`config.mk`:
```
export PLATFORM = sky130hd
export DESIGN_NAME = fdc_seek_ctrl
export DESIGN_NICKNAME = d
export VERILOG_FILES = /design/src/rtl/fdc_seek_ctrl.sv
export SDC_FILE = /design/constraint.sdc
export NUM_CORES = 1
export LEC_CHECK = 0
export ABC_AREA = 1
export CAP_MARGIN = 30
export CORE_ASPECT_RATIO = 1.1
export CORE_MARGIN = 2
export CORE_UTILIZATION = 40
export CTS_CLUSTER_SIZE = 16
export DETAILED_ROUTE_END_ITERATION = 6
export SETUP_SLACK_MARGIN = 0.1
export SLEW_MARGIN = 20
export SYNTH_ARGS = -nofsm -noshare
export SYNTH_HDL_FRONTEND = slang
export SYNTH_SLANG_ARGS = --single-unit
export TNS_END_PERCENT = 1
```
`constraint.sdc`:
```
create_clock -name clk -period 6.9 [get_ports clk]
set_input_delay 1.035 -clock clk [delete_from_list [all_inputs] [get_ports clk]]
set_output_delay 1.035 -clock clk [all_outputs]
set_load 0.1 [all_outputs]
```
`src/rtl/fdc_seek_ctrl.sv`:
```
// Purpose : floppy head positioner that issues STEP/DIR pulses for seek and restore commands.
// Latency : command accepted on the strobe edge; first STEP about 2 clk later; done pulses once per command.
// Backpress: no queueing; strobes are accepted only while idle and are dropped while busy.
//
// Ports:
//   clk, reset_n             : single clock, asynchronous active-low reset
//   cmd_seek / cmd_restore   : one-cycle command strobes (restore wins if both)
//   target, rate, settle_en  : command operands, latched on the accepted strobe
//   tr00                     : raw track-0 sense from the drive (synchronised here)
//   busy, done, err          : command status
//   cur_track                : head position register
//   step, dir                : drive step pulse and direction (1 = step in)
//
// TICKS_PER_MS scales the step-rate table (ticks per millisecond of rate);
// it stays at 1000 for a 1 us tick and exists so short simulations are possible.

module fdc_seek_ctrl #(
    parameter int TICK_DIV     = 16,
    parameter int PULSE_US     = 4,
    parameter int SETTLE_US    = 15000,
    parameter int MAX_RESTORE  = 255,
    parameter int TICKS_PER_MS = 1000
) (
    input  logic       clk,
    input  logic       reset_n,
    input  logic       cmd_seek,
    input  logic       cmd_restore,
    input  logic [7:0] target,
    input  logic [1:0] rate,
    input  logic       settle_en,
    input  logic       tr00,
    output logic       busy,
    output logic       done,
    output logic       err,
    output logic [7:0] cur_track,
    output logic       step,
    output logic       dir
);

    localparam int PW = (TICK_DIV > 1) ? $clog2(TICK_DIV) : 1;
    localparam logic [PW-1:0] PRESC_LAST = PW'(TICK_DIV - 1);

    localparam logic [14:0] PULSE_LEN  = 15'(PULSE_US);
    localparam logic [14:0] SETTLE_LEN = 15'(SETTLE_US);
    localparam logic [7:0]  RESTORE_LIM = 8'(MAX_RESTORE);

    // Last tick index of the inter-pulse gap: pulse + gap = one rate period.
    localparam logic [14:0] IVL_LAST_0 = 15'(6  * TICKS_PER_MS - PULSE_US - 1);
    localparam logic [14:0] IVL_LAST_1 = 15'(12 * TICKS_PER_MS - PULSE_US - 1);
    localparam logic [14:0] IVL_LAST_2 = 15'(20 * TICKS_PER_MS - PULSE_US - 1);
    localparam logic [14:0] IVL_LAST_3 = 15'(30 * TICKS_PER_MS - PULSE_US - 1);

    typedef enum logic [2:0] {
        S_IDLE     = 3'd0,
        S_DECIDE   = 3'd1,
        S_PULSE    = 3'd2,
        S_INTERVAL = 3'd3,
        S_SETTLE   = 3'd4,
        S_FINISH   = 3'd5
    } state_t;

    state_t      state_q, state_d;
    logic [PW-1:0] presc_q, presc_d;
    logic [14:0] cnt_q, cnt_d;
    logic        tr00_meta_q, tr00_sync_q;
    logic        rdy_q;
    logic [7:0]  target_q, target_d;
    logic [1:0]  rate_q, rate_d;
    logic        settle_q, settle_d;
    logic        restore_q, restore_d;
    logic        err_q, err_d;
    logic [7:0]  step_cnt_q, step_cnt_d;
    logic [7:0]  cur_track_q, cur_track_d;
    logic        dir_q, dir_d;

    logic        tick;
    logic        accept;
    logic        decide_dir;
    logic [14:0] ivl_last;

    // Free-running 1 us time base.
    assign tick    = (presc_q == PRESC_LAST);
    assign presc_d = tick ? '0 : presc_q + PW'(1);

    // rdy_q keeps the first edge after reset release from accepting a command.
    assign accept = (state_q == S_IDLE) && rdy_q && (cmd_seek || cmd_restore);

    always_comb begin
        ivl_last = IVL_LAST_0;
        case (rate_q)
            2'd0:    ivl_last = IVL_LAST_0;
            2'd1:    ivl_last = IVL_LAST_1;
            2'd2:    ivl_last = IVL_LAST_2;
            default: ivl_last = IVL_LAST_3;
        endcase
    end

    assign decide_dir = restore_q ? 1'b0 : (target_q > cur_track_q);

    // ---------------- state register ----------------
    always_ff @(posedge clk or negedge reset_n) begin
        if (!reset_n) begin
            state_q <= S_IDLE;
        end else begin
            state_q <= state_d;
        end
    end

    // ---------------- next-state logic ----------------
    // PULSE and SETTLE leave the cycle after their last tick; INTERVAL leaves
    // on its last tick. With the one-cycle DECIDE in between, every pulse
    // after the first starts on the same prescaler phase, so the width is
    // exactly PULSE_US ticks and the rising-edge period exactly one rate.
    always_comb begin
        state_d = state_q;
        case (state_q)
            S_IDLE: begin
                if (accept) state_d = S_DECIDE;
            end
            S_DECIDE: begin
                if (restore_q) begin
                    if (tr00_sync_q)
                        state_d = settle_q ? S_SETTLE : S_FINISH;
                    else if (step_cnt_q == RESTORE_LIM)
                        state_d = S_FINISH;
                    else
                        state_d = S_PULSE;
                end else begin
                    if (cur_track_q == target_q)
                        state_d = settle_q ? S_SETTLE : S_FINISH;
                    else
                        state_d = S_PULSE;
                end
            end
            S_PULSE: begin
                if (cnt_q == PULSE_LEN) state_d = S_INTERVAL;
            end
            S_INTERVAL: begin
                if (tick && (cnt_q == ivl_last)) state_d = S_DECIDE;
            end
            S_SETTLE: begin
                if (cnt_q == SETTLE_LEN) state_d = S_FINISH;
            end
            S_FINISH: begin
                state_d = S_IDLE;
            end
            default: begin
                state_d = S_IDLE;
            end
        endcase
    end

    // ---------------- output logic ----------------
    always_comb begin
        busy = 1'b0;
        done = 1'b0;
        step = 1'b0;
        case (state_q)
            S_DECIDE, S_INTERVAL, S_SETTLE: busy = 1'b1;
            S_PULSE: begin
                busy = 1'b1;
                step = 1'b1;
            end
            S_FINISH: done = 1'b1;
            default: ;
        endcase
    end

    assign err       = err_q;
    assign cur_track = cur_track_q;
    assign dir       = dir_q;

    // ---------------- datapath ----------------
    // Tick counter restarts on every state change.
    always_comb begin
        if (state_d != state_q)
            cnt_d = '0;
        else if (tick)
            cnt_d = cnt_q + 15'd1;
        else
            cnt_d = cnt_q;
    end

    always_comb begin
        target_d    = target_q;
        rate_d      = rate_q;
        settle_d    = settle_q;
        restore_d   = restore_q;
        err_d       = err_q;
        step_cnt_d  = step_cnt_q;
        cur_track_d = cur_track_q;
        dir_d       = dir_q;

        if (accept) begin
            target_d   = target;
            rate_d     = rate;
            settle_d   = settle_en;
            restore_d  = cmd_restore;
            err_d      = 1'b0;
            step_cnt_d = '0;
        end

        if (state_q == S_DECIDE) begin
            if (state_d == S_PULSE) begin
                // Head position moves on the edge that raises STEP; dir is
                // already valid from this edge and stays put until next DECIDE.
                dir_d = decide_dir;
                if (decide_dir) begin
                    if (cur_track_q != 8'hFF) cur_track_d = cur_track_q + 8'd1;
                end else begin
                    if (cur_track_q != 8'h00) cur_track_d = cur_track_q - 8'd1;
                end
                if (restore_q) step_cnt_d = step_cnt_q + 8'd1;
            end else if (restore_q) begin
                if (tr00_sync_q)
                    cur_track_d = '0;
                else
                    err_d = 1'b1;
            end
        end
    end

    always_ff @(posedge clk or negedge reset_n) begin
        if (!reset_n) begin
            presc_q     <= '0;
            cnt_q       <= '0;
            tr00_meta_q <= 1'b0;
            tr00_sync_q <= 1'b0;
            rdy_q       <= 1'b0;
            target_q    <= '0;
            rate_q      <= '0;
            settle_q    <= 1'b0;
            restore_q   <= 1'b0;
            err_q       <= 1'b0;
            step_cnt_q  <= '0;
            cur_track_q <= '0;
            dir_q       <= 1'b0;
        end else begin
            presc_q     <= presc_d;
            cnt_q       <= cnt_d;
            tr00_meta_q <= tr00;
            tr00_sync_q <= tr00_meta_q;
            rdy_q       <= 1'b1;
            target_q    <= target_d;
            rate_q      <= rate_d;
            settle_q    <= settle_d;
            restore_q   <= restore_d;
            err_q       <= err_d;
            step_cnt_q  <= step_cnt_d;
            cur_track_q <= cur_track_d;
            dir_q       <= dir_d;
        end
    end

endmodule

```
==> summary.txt, run 1 <==
Detailed routing
  – Drt total wl: 7500 um
  – Drt pass-1 iters: 4
  – Via count: 2,839
  – WL/cell: 12.9 um
  – Initial DRC count: 149
  – DRC: 0
  – Via density: 4.87
  – Post-route ant nets: 0

Die
  – Starting Density: 41.2%
  – Row Count: 35
  – Full die area: 9380 um^2
  – I/O pin total: 29
  – Core area: 8360 um^2
  – Die height: 101 um
  – Die X: 92.5 um

STA
  – Post-layout min period: 3.55 ns
  – Fmax: 282 MHz
  – Slew Viols, Final: 0
  – Setup violations, final: 0
  – RSZ-0062 raised after global routing: false
  – Hold Vio Cnt, Final: 0
  – Worst Tran Pin Value: 1.01 ns
  – Final worst path period share: 51.5%
  – Rel. slew slack: 32.6%
  – Clock Skew: 0.00477 ns
  – Setup_tns: 0 ns

Clock network
  – Clk_lat worst skew: 0.31 ns
  – Reg clk slew, reported paths: 0.10 ns
  – CTS H-Tree Depth: 2
  – Root Buffer: clkbuf_8
  – Hold Buf Count CTS: 0
  – Max Buffers Root-to-Sink: 2
  – CTS tree: yes
  – Post-CTS setup repair buffer count: 0
  – CTS Sinks: 55
  – Number of CTS-inserted buffers: 5
  – Post-cts sizing count: 0

Global route
  – Largest net degree at the start of global routing: 56
  – Initial antenna violation count: 0
  – Total gr overflow: 0
  – Vias in the first global route: 2,829
  – Tot GR Track Use: 17.4%
  – First-pass GRT wire length: 13,200 um

Placement
  – Placed cell areas: 3840 um^2
  – Port bufs: 28
  – Routability Congestion: 0.907
  – Inst Count DP: 575
  – DP HPWL: 5570 um

Logic synthesis
  – Syn Nets: 476
  – Synth Cell Area: 3450 um^2
  – Syn Inst Count: 439
  – Number of register bits inferred by synthesis: 55
  – Syn. warnings: 0
  – Post-synthesis sequential area ratio: 39.9%
  – Distinct cells, synth: 38
  – Synth Area per Inst: 7.85 um^2

Cells and area
  – Fraction of layout cells with a size suffix above 1: 9.32%
  – Final Net Count: 508
  – Cell Count, Final, Fillers Out: 583
  – P&R area growth vs syn: 13.8%
  – Fin area: 3930 um^2
  – Diodes inserted: 0
  – Fillers: 842

Setup path
  – CP Class: flip-flop to output port
  – CP required: 5.86 ns
  – Startpoint types: flip-flop
  – Crit path arrival time: 2.52 ns
  – Critical path fanouts, max: 4
  – Crit. End Element: output port

Worst hold path
  – Hold Path Class: flip-flop to flip-flop

Status
  – Status: completed

Pwr
  – Power per cell area: 133 nW/um^2
  – VDD IR max: 74.7 uV
  – Leak pwr: 1.95 nW

Run
  – Max-cap viol count: 0
cells in the mapped netlist:
| cell type | instances | area share, % |
|---|---|---|
| ha_1 | 20 | 7.3 |
| o21a_1 | 1 | 0.22 |
| nand2_4 | 3 | 0.98 |
| xnor2_1 | 2 | 0.51 |
| nor3_4 | 1 | 0.47 |
| nor2_1 | 38 | 4.1 |
| buf_6 | 1 | 0.33 |
| nand3_4 | 1 | 0.51 |
| buf_1 | 1 | 0.11 |
| o2111ai_4 | 1 | 0.76 |
| nand3_1 | 45 | 6.5 |
| buf_8 | 1 | 0.44 |
| o21ai_1 | 1 | 0.14 |
| inv_1 | 54 | 5.9 |
| o21bai_2 | 1 | 0.33 |
| nand4_1 | 11 | 2.0 |
| nor2_2 | 13 | 2.4 |
| fa_1 | 1 | 0.58 |
| a21oi_1 | 15 | 2.2 |
| nand2_2 | 2 | 0.36 |
| inv_2 | 4 | 0.44 |
| a21oi_4 | 1 | 0.47 |
| nor2_4 | 2 | 0.65 |
| nand3b_1 | 3 | 0.65 |
| or2_2 | 3 | 0.54 |
| o21bai_1 | 1 | 0.22 |
| a32o_1 | 1 | 0.29 |
| o21ai_0 | 18 | 2.6 |
| o21ai_2 | 1 | 0.25 |
| nand2_1 | 111 | 12 |
| xor2_1 | 17 | 4.3 |
| o211ai_1 | 1 | 0.22 |
| nor3_1 | 3 | 0.44 |
| dfrtp_1 | 55 | 40 |
| nor3b_1 | 1 | 0.22 |
| clkbuf_1 | 2 | 0.22 |
| conb_1 | 1 | 0.11 |
| nand3_2 | 1 | 0.29 |
power breakdown:
part	switching, mW	internal, mW	total [mW]	leakage [nW]
Sequential	0.000360	0.323	0.323	0.711
Combinational	0.00843	0.00803	0.0165	1.20
Clock	0.110	0.0713	0.181	0.0412
critical path, stage by stage (launching register included):
cell	delay, ns
dfrtp_1	0.44
inv_1	0.17
nand2_1	0.09
nor2_1	0.20
inv_1	0.06
nand4_1	0.09
clkdlybuf4s50_1	1.13
final timing paths:
check                              from            to  slack [ns]  cells after the start
setup / recovery             state_q[2]          busy        3.35                      6
hold / removal              tr00_meta_q   tr00_sync_q        0.37                      0
setup reg to reg           cur_track[7]  cur_track[6]        3.74                     18
hold reg to reg             tr00_meta_q   tr00_sync_q        0.37                      0
max in group asynchronous       reset_n         rdy_q        5.59                      2
min in group asynchronous       reset_n    presc_q[2]        0.85                      2
cell families after synthesis:
kind of cell / count (synthesis) / share of synthesized area (%)
compound gates: 42 / 7.69
flops: 55 / 39.9
buf+inv: 63 / 7.40
fa+ha+maj: 21 / 7.84
other cells: 1 / 0.109
simple gates: 238 / 32.2
xor+xnor: 19 / 4.83
sequential cells by signal (all words and copies together), names as in the netlist:
name and flops:
cnt_q 15, cur_track 8, step_cnt_q 8, target_q 8
presc_q 4, state_q 3, rate_q 2, dir 1
err 1, rdy_q 1, restore_q 1, settle_q 1
tr00_meta_q 1, tr00_sync_q 1
per-stage QoR:
step | hold WS [ns] | power (mW) | utilization [%] | setup WS [ns]
4_1_cts | 0.369 | 0.529 | 46.9 | 3.30
2_1_floorplan | 0.331 | 0.331 | - | 2.98
3_3_place_gp | 0.336 | 0.347 | 45.9 | 3.51
6_report | 0.365 | 0.521 | 46.9 | 3.35
5_1_grt | 0.387 | 0.541 | 46.9 | 3.19
3_5_place_dp | 0.344 | 0.347 | 45.9 | 3.51
area by class of cell:
| type | count | area, um^2 | share of cell area, % |
|---|---|---|---|
| Inverter | 58 | 218 | 5.55 |
| Sequential cell | 55 | 1380 | 35.1 |
| Clock buffer | 6 | 72.6 | 1.85 |
| Clock inverter | 2 | 12.5 | 0.319 |
| Multi-Input combinational cell | 321 | 1820 | 46.3 |
| Timing Repair Buffer | 30 | 290 | 7.40 |
| Tap cell | 111 | 139 | 3.54 |
layer usage:
layer | up-vias | share of wire [%] | track usage (%)
met5 | - | 0 | 0
met3 | 8 | 2.6 | 2.68
li1 | 1466 | - | -
met2 | 30 | 48 | 29.8
met1 | 1335 | 48 | 22.9
met4 | 0 | 1.5 | 5.40
layout by cell type (no fill, tap or decap), types with 2 or more instances in the layout:
cell and n:
a21oi_1 15, dfrtp_1 55, nor2_1 38, nand2_4 3
nor2_2 13, buf_4 2, xnor2_1 2, nand2_2 2
nand4_1 11, xor2_1 17, nand3b_1 3, clkbuf_8 5
nand2_1 111, nor3_1 3, clkdlybuf4s50_1 27, nand3_1 45
nor2_4 2, ha_1 20, o21ai_0 18, or2_2 3
inv_1 54, inv_2 4
Power figures use the tool's default switching activity.
==> run 2: changes to the inputs <==
- clock period: 6.9 -> 3.3 ns (I/O delays scaled with it)
==> summary.txt, run 2 (synthesized netlist as in run 1, its figures left out) <==
Status
  – Status: completed

Clock network
  – Root Buffer: clkbuf_8
  – Clk_lat worst skew: 0.32 ns
  – Max Buffers Root-to-Sink: 2
  – CTS H-Tree Depth: 2
  – Reg clk slew, reported paths: 0.11 ns
  – CTS Sinks: 55
  – Number of CTS-inserted buffers: 5
  – CTS tree: yes
  – Hold Buf Count CTS: 0

Setup path
  – R2r startpoint: cur_track[7]
  – CP required: 3.55 ns
  – Crit path arrival time: 3.15 ns
  – Worst Path Buf+Inv: 3
  – CP most frequent cell: nand2_1
  – CP max stage delay: 0.42 ns
  – Reg2reg end: cur_track[6]
  – Crit. End Element: flip-flop
  – Startpoint types: flip-flop
  – Worst path cell trace: inv_1, ha_1, nand2_1, nor2_1, nand2_1, nand2_1, inv_1, nand2_1, inv_1, fa_1, o21ai_1, nand2_1, nand2_1, a21oi_1, xor2_1, nor2_1, nand3_1, nand2_1
  – Worst reg2reg setup slack: 0.40 ns
  – Critical-path top delay cell: dfrtp_2
  – Critical path fanouts, max: 6
  – Reg2Reg Depth: 18
  – CP delay by family, top: simple AND/OR/NAND/NOR gates
  – CP Depth: 18
  – CP Class: flip-flop to flip-flop

Cells and area
  – Diodes inserted: 0
  – P&R area growth vs syn: 16.0%
  – Leading cell types in the layout, fill and taps excluded: 111 x nand2_1, 54 x inv_1, 50 x dfrtp_1
  – Sequential Area: 1380 um^2
  – Max reg flops: 15
  – Area of the multi-input gates: 1820 um^2
  – Fillers: 851
  – Most common cell after layout, fill and taps aside: nand2_1
  – Most flops, register: cnt_q
  – Fin area: 4000 um^2
  – Fraction of layout cells with a size suffix above 1: 12.6%
  – Final Util: 47.8%
  – Final Net Count: 511

STA
  – Slew Viols, Final: 0
  – Worst Tran Pin Value: 0.984 ns
  – Setup_tns: 0 ns
  – Clock Skew: 0.0143 ns
  – Post-layout min period: 2.90 ns
  – Hold Vio Cnt, Final: 0
  – Setup violations, final: 0
  – Fmax: 345 MHz
  – Final worst path period share: 87.8%
  – RSZ-0062 raised after global routing: false
  – Rel. slew slack: 34.2%

Run
  – Max-cap viol count: 0

Detailed routing
  – Via count: 2,901
  – Post-route ant nets: 0
  – Initial DRC count: 141
  – WL/cell: 13.3 um
  – Drt total wl: 7780 um
  – Via density: 4.95
  – DRC: 0
  – Drt pass-1 iters: 4

Placement
  – Routability Congestion: 0.882
  – Port bufs: 28
  – Placed cell areas: 3850 um^2
  – DP HPWL: 5900 um

Pwr
  – VDD IR max: 219 uV
  – Leak pwr: 2.00 nW
  – Power per cell area: 311 nW/um^2
  – Logic pwr share: 3.2%
  – Cell-internal power: 0.999 mW
  – Switching Fraction: 19.6%
  – Net Sw Power: 0.243 mW
  – Register share of total power: 54.4%
  – Clk pwr share: 42.4%

Die
  – Full die area: 9380 um^2
  – Die height: 101 um
  – Core area: 8360 um^2
  – Die X: 92.5 um
  – Starting Density: 41.2%
  – I/O pin total: 29
  – Row Count: 35

Global route
  – Largest net degree at the start of global routing: 38
  – Tot GR Track Use: 17.8%
  – Initial antenna violation count: 0
  – First-pass GRT wire length: 13,200 um
  – Total gr overflow: 0
  – Vias in the first global route: 2,807

Worst hold path
  – Hold Path Class: primary input to async pin
==> run 2: cell count changes in the layout (fill, tap and decap cells not counted), moves of 2 or more <==
cell,change
buf_4,+9
clkdlybuf4s50_1,-7
dfrtp_1,-5
dfrtp_2,+5
bufinv_16,+2
==> run 2: how the worst max path moves through the flow <==
stage,from,endpoint
after CTS,cur_track[7],cur_track[6]
after floorplan,cur_track[2],cur_track[6]
final,cur_track[7],cur_track[6]
after global placement,cur_track[2],cur_track[6]
after global routing,cur_track[7],cur_track[6]
after detailed placement,cur_track[7],cur_track[6]
==> run 2: through the flow <==
| step | std cells | total power, mW | hold WS [ns] | setup slack [ns] |
|---|---|---|---|---|
| 2_1_floorplan | 439 | 0.693 | 0.199 | -0.0619 |
| 3_3_place_gp | 577 | 0.727 | 0.334 | 0.446 |
| 3_5_place_dp | 577 | 0.727 | 0.340 | 0.322 |
| 4_1_cts | 585 | 1.26 | 0.312 | 0.289 |
| 5_1_grt | 586 | 1.29 | 0.00806 | 0.116 |
| 6_report | 586 | 1.24 | 0.0153 | 0.403 |
==> run 2: area by class of cell <==
class,instances,area share [%]
Multi-Input combinational cell,321,45.5
Sequential cell,55,34.6
Timing Repair Buffer,33,7.70
Inverter,58,5.44
Tap cell,111,3.47
Clock buffer,6,1.81
Clock inverter,2,1.50
==> run 2: routing by layer <==
metal	global-route usage [%]	vias to the layer above	share of wire [%]
met5	0	-	0
met4	5.17	0	1.4
met3	2.83	10	2.9
met2	30.6	41	48
met1	23.3	1365	47
li1	-	1485	-
==> run 2: power by group through the flow <==
stage                     clock network [mW]  logic, mW  registers [mW]
after detailed placement                   0     0.0376           0.689
after floorplan                            0    0.00344           0.689
after CTS                              0.546     0.0379           0.676
after global routing                   0.568     0.0444           0.676
final                                  0.527     0.0391           0.676
after global placement                     0     0.0376           0.689
==> run 2: repair_timing <==
item | 4_1_cts | 5_1_grt
gates resized for setup | 0 | 1
buffers inserted | 0 | 0
setup endpoints to repair | 0 | 1
